--- config.mk ---
export PLATFORM = sky130hd
export DESIGN_NAME = sync_down_timer_flat
export DESIGN_NICKNAME = d
export VERILOG_FILES = /design/src/rtl/sync_down_timer_pkg.sv /design/src/rtl/sync_down_timer_if.sv /design/src/rtl/sync_down_timer_down_cnt_core.sv /design/src/rtl/sync_down_timer.sv /design/src/flat_wrapper.sv
export SDC_FILE = /design/constraint.sdc
export NUM_CORES = 1
export LEC_CHECK = 0
export ABC_AREA = 0
export CORE_AREA = 3 3 40 42
export CTS_CLUSTER_DIAMETER = 120
export DETAILED_ROUTE_END_ITERATION = 10
export DIE_AREA = 0 0 43 45
export GPL_TIMING_DRIVEN = 1
export SLEW_MARGIN = 20
export SYNTH_ARGS = -nofsm -noshare
export SYNTH_HDL_FRONTEND = slang
export SYNTH_SLANG_ARGS = --single-unit
--- constraint.sdc ---
create_clock -name clk -period 4.7 [get_ports clk]
set_clock_uncertainty 0.1 [all_clocks]
set_input_delay 0.47 -clock clk [delete_from_list [all_inputs] [get_ports clk]]
set_output_delay 0.47 -clock clk [all_outputs]
set_load 0.01 [all_outputs]
--- src/rtl/sync_down_timer_pkg.sv ---
// Shared constants for the synchronous down-timer: FSM state encoding and default width.
// Optional feature macro used by this block: SYNC_DOWN_TIMER_AUTO_RELOAD_EN.
package sync_timer_pkg;

  localparam int DEFAULT_WIDTH = 4;

  typedef enum logic {
    ST_IDLE  = 1'b0,
    ST_COUNT = 1'b1
  } state_e;

endpackage

--- src/rtl/sync_down_timer_if.sv ---
// Control/status bundle between a controlling FSM (master) and the down-timer (slave).
// The periodic pin exists only when SYNC_DOWN_TIMER_AUTO_RELOAD_EN is defined.
interface sync_down_timer_if #(
  parameter int WIDTH = sync_timer_pkg::DEFAULT_WIDTH
);
  logic             start;
  logic [WIDTH-1:0] load_val;
  logic             en;
`ifdef SYNC_DOWN_TIMER_AUTO_RELOAD_EN
  logic             periodic;
`endif
  logic [WIDTH-1:0] q;
  logic             busy;
  logic             tc;

`ifdef SYNC_DOWN_TIMER_AUTO_RELOAD_EN
  modport master (output start, load_val, en, periodic, input q, busy, tc);
  modport slave  (input start, load_val, en, periodic, output q, busy, tc);
`else
  modport master (output start, load_val, en, input q, busy, tc);
  modport slave  (input start, load_val, en, output q, busy, tc);
`endif

endinterface

--- src/rtl/sync_down_timer_down_cnt_core.sv ---
// WIDTH-bit count register with synchronous clear, load and saturating decrement.
// is_one tells the controlling FSM that the next enabled tick is the terminal one.
module down_cnt_core
  import sync_timer_pkg::*;
#(
  parameter int WIDTH = DEFAULT_WIDTH
) (
  input  logic             clk,
  input  logic             reset,
  input  logic             load,
  input  logic [WIDTH-1:0] load_val,
  input  logic             dec,
  output logic [WIDTH-1:0] cnt,
  output logic             is_one
);

  localparam logic [WIDTH-1:0] ONE = {{(WIDTH-1){1'b0}}, 1'b1};

  logic [WIDTH-1:0] cnt_q;
  logic [WIDTH-1:0] cnt_d;

  // Load beats decrement; a zero count never decrements, so q cannot wrap.
  always_comb begin
    cnt_d = cnt_q;
    if (load) begin
      cnt_d = load_val;
    end else if (dec && (cnt_q != '0)) begin
      cnt_d = cnt_q - ONE;
    end
  end

  always_ff @(posedge clk) begin
    if (reset) begin
      cnt_q <= '0;
    end else begin
      cnt_q <= cnt_d;
    end
  end

  assign cnt    = cnt_q;
  assign is_one = (cnt_q == ONE);

endmodule

--- src/rtl/sync_down_timer.sv ---
// Loadable down-timer: FSM, reload register and terminal-count pulse around down_cnt_core.
// Define SYNC_DOWN_TIMER_AUTO_RELOAD_EN to add periodic auto-reload via bus.periodic.
module sync_down_timer
  import sync_timer_pkg::*;
#(
  parameter int WIDTH = DEFAULT_WIDTH
) (
  input logic               clk,
  input logic               reset,
  sync_down_timer_if.slave  bus
);

  state_e           state_q, state_d;
  logic [WIDTH-1:0] reload_q, reload_d;
  logic             tc_q, tc_d;

  logic             core_load;
  logic [WIDTH-1:0] core_load_val;
  logic             core_dec;
  logic [WIDTH-1:0] core_cnt;
  logic             core_is_one;

  always_comb begin
    state_d       = state_q;
    reload_d      = reload_q;
    tc_d          = 1'b0;
    core_load     = 1'b0;
    core_load_val = bus.load_val;
    core_dec      = 1'b0;
    unique case (state_q)
      ST_IDLE: begin
        if (bus.start) begin
          core_load = 1'b1;
          if (bus.load_val != '0) begin
            reload_d = bus.load_val;
            state_d  = ST_COUNT;
          end else begin
            tc_d = 1'b1;
          end
        end
      end
      ST_COUNT: begin
        // A restart takes precedence over any enabled decrement this cycle.
        if (bus.start) begin
          core_load = 1'b1;
          reload_d  = bus.load_val;
          if (bus.load_val == '0) begin
            tc_d    = 1'b1;
            state_d = ST_IDLE;
          end
        end else if (bus.en) begin
          if (core_is_one) begin
            tc_d = 1'b1;
`ifdef SYNC_DOWN_TIMER_AUTO_RELOAD_EN
            if (bus.periodic) begin
              core_load     = 1'b1;
              core_load_val = reload_q;
            end else begin
              core_dec = 1'b1;
              state_d  = ST_IDLE;
            end
`else
            core_dec = 1'b1;
            state_d  = ST_IDLE;
`endif
          end else begin
            core_dec = 1'b1;
          end
        end
      end
      default: state_d = ST_IDLE;
    endcase
  end

  always_ff @(posedge clk) begin
    if (reset) begin
      state_q  <= ST_IDLE;
      reload_q <= '0;
      tc_q     <= 1'b0;
    end else begin
      state_q  <= state_d;
      reload_q <= reload_d;
      tc_q     <= tc_d;
    end
  end

  down_cnt_core #(.WIDTH(WIDTH)) u_core (
    .clk      (clk),
    .reset    (reset),
    .load     (core_load),
    .load_val (core_load_val),
    .dec      (core_dec),
    .cnt      (core_cnt),
    .is_one   (core_is_one)
  );

  assign bus.q    = core_cnt;
  assign bus.busy = (state_q == ST_COUNT);
  assign bus.tc   = tc_q;

endmodule

--- src/flat_wrapper.sv ---
// flat-port wrapper written by rule: the top's interface ports become plain ports
module sync_down_timer_flat import sync_timer_pkg::*;
#(
  parameter int WIDTH = DEFAULT_WIDTH
)
  (clk, reset, bus_start, bus_load_val, bus_en, bus_q, bus_busy, bus_tc);
  sync_down_timer_if #(.WIDTH(WIDTH)) bus_i ();
  input logic clk;
  input logic reset;
  input wire logic [$bits(bus_i.start)-1:0] bus_start;
  input wire logic [$bits(bus_i.load_val)-1:0] bus_load_val;
  input wire logic [$bits(bus_i.en)-1:0] bus_en;
  output wire logic [$bits(bus_i.q)-1:0] bus_q;
  output wire logic [$bits(bus_i.busy)-1:0] bus_busy;
  output wire logic [$bits(bus_i.tc)-1:0] bus_tc;
  assign bus_i.start = bus_start;
  assign bus_i.load_val = bus_load_val;
  assign bus_i.en = bus_en;
  assign bus_q = bus_i.q;
  assign bus_busy = bus_i.busy;
  assign bus_tc = bus_i.tc;
  sync_down_timer #(.WIDTH(WIDTH)) u_core (.clk(clk), .reset(reset), .bus(bus_i));
endmodule
==> flow_metrics.tcl <==
set metrics [dict create \
    status "finished clean" \
    gp_congestion 0.734 \
    start_util 0.265 \
    setup_viol 0 \
    p_leak_uw 0.000187 \
    syn2layout_area_growth_pct 50.4 \
    drv_cap 0 \
    layout_commonest_cell "clkdlybuf4s50_1" \
    worst-path-max-fanout 6 \
    path_cells "clkdlybuf4s50_1, nand2_1, or4_1, a311oi_1" \
    critPathCaptureType "flip-flop" \
    die_area_um2 1940 \
    io_buffer_count 13 \
    nFillCells 135 \
    hold_viol 0 \
    tightest_slew_ps 452 \
    hold_class "reg -> reg" \
    synth.distinct_cells 19 \
    place_inst 67 \
    ys_seq_area_frac 0.353 \
    slew_violations 0 \
    cts_made_buffers 3 \
    instances_no_fill 70 \
    grt_first_pass_wirelength_um 1490 \
    p_per_area_nw_per_um2 273 \
    slew_headroom 0.695 \
    setup_tns_ps 0 \
    utilization 0.398 \
    worstSetupPathType "in -> reg" \
    ys_seq_elements 6 \
    rsz0062_at_grt "no" \
    dp_hpwl_um 701 \
    grt-ovfl-total 0 \
    yosys_warnings 0 \
    drt-pass1-iter-count 4 \
    via_count 372 \
    drt_wl_total_um 934 \
    cts_resized 0 \
    clockBufferDepth 2 \
    die_w_um 43 \
    io_pins 14 \
    critical_path_required_ps 4750 \
    cts_root_buffer "clkbuf_4" \
    cts_tree "yes" \
    clk_pin_slew_ps 50 \
    finalCriticalPeriod_ps 1840 \
    rows 13 \
    diodes 0 \
    postSynthAreaPerCell_um2 8.73 \
    cts_sinks 6 \
    grt_start_max_net_pins 9 \
    fmax_mhz 542 \
    wl_per_cell_um 13.3 \
    syn_area_um2 340 \
    insertion_delay_ps 250 \
    viasPerCell 5.31 \
    htreeDepth 1 \
    grt_pass1_vias 331 \
    fin_nets 67 \
    critPathLaunchType "input pin" \
    cts_setup_buffers 0 \
    drt_iter0_drc 8 \
    power_uw 140 \
    layout_common_cells "13 x clkdlybuf4s50_1, 6 x dfxtp_1" \
    coreArea_um2 1280 \
    grt_usage 0.111 \
    drive_above_1_share 0.0727 \
    slowest_delay_ps 520 \
    syn_nets 49 \
    antenna_found_initial 0 \
    drc_errors 0 \
    synthCells 39 \
    die_h_um 45 \
    min_period_over_period 0.392 \
    ant_nets 0 \
    cp.arrival_ps 1890 \
    slowest_stage "clkdlybuf4s50_1" \
    holdBufCountCts 0 \
    ir_drop_mv 0.0780 \
]
cell type report:
class	count	area, um^2	area share
inverter	3	11.3	0.0220
tap	15	18.8	0.0367
multi-input combinational	30	209	0.408
clock buffer	3	22.5	0.0440
sequential	6	120	0.235
timing repair buffer	13	130	0.254
worst paths after layout:
check,end,depth (start not counted),slack [ps],startpoint
setup reg to reg,u_core.u_core.cnt[3],4,3030,u_core.u_core.cnt[0]
setup / recovery,u_core.u_core.cnt[3],4,2860,bus_en
hold reg to reg,u_core.u_core.cnt[0],2,480,u_core.u_core.cnt[0]
hold / removal,u_core.u_core.cnt[0],2,480,u_core.u_core.cnt[0]
stage by stage:
step	worst slack, ps	hold slack (ps)	instance area (um^2)
after global routing	2710	492	512
after detailed placement	2600	468	489
final	2860	475	512
after CTS	2860	481	512
after floorplan	3120	439	340
after global placement	2680	464	489
layer usage:
layer,GRT usage,share of wire,vias to the layer above
met3,0.0398,0.070,4
met1,0.115,0.44,172
met2,0.171,0.46,13
met4,0.108,0.036,0
li1,-,-,183
met5,0,0,-
state kept, by name, indices dropped and copies added, names as in the netlist:
register	count
u_core.bus.busy	1
u_core.bus.tc	1
u_core.u_core.cnt	4
synthesized netlist by cell type:
library cell / instances / area (um^2)
a21oi_1: 2 / 10.0
a311oi_1: 2 / 17.5
a41oi_1: 1 / 8.76
and2b_2: 1 / 8.76
dfxtp_1: 6 / 120
ha_1: 2 / 25.0
inv_1: 3 / 11.3
mux2i_1: 1 / 10.0
nand2_1: 2 / 7.51
nand3_1: 1 / 5.00
nand3b_1: 1 / 7.51
nor2_1: 3 / 11.3
nor3b_1: 3 / 22.5
o21ai_0: 3 / 15.0
o21bai_1: 1 / 7.51
o311ai_0: 2 / 17.5
o41ai_1: 1 / 8.76
or3_1: 3 / 18.8
or4_1: 1 / 7.51
kinds of logic (layout without fill, tap and decap cells):
logic type | count (synthesis) | count (layout) | share of synthesized area
buffers and inverters | 3 | 19 | 0.0331
multiplexers | 1 | 1 | 0.0294
flip-flops | 6 | 6 | 0.353
AND/OR/NAND/NOR | 15 | 15 | 0.261
adder cells (fa/ha/maj) | 2 | 2 | 0.0735
AO/OA/AOI/OAI | 12 | 12 | 0.250
worst max-delay path, delay by kind of cell:
kind	cells	cell delay, ps
buffers and inverters	1	520
AND/OR/NAND/NOR	2	620
AO/OA/AOI/OAI	1	280
report_power, final:
part	leakage (uW)	switching, uW	internal (uW)
logic	0.000123	13.5	18.2
registers	0.0000498	4.51	54.7
clock network	0.0000138	19.7	29.0
(Power assumes the default switching activity.)
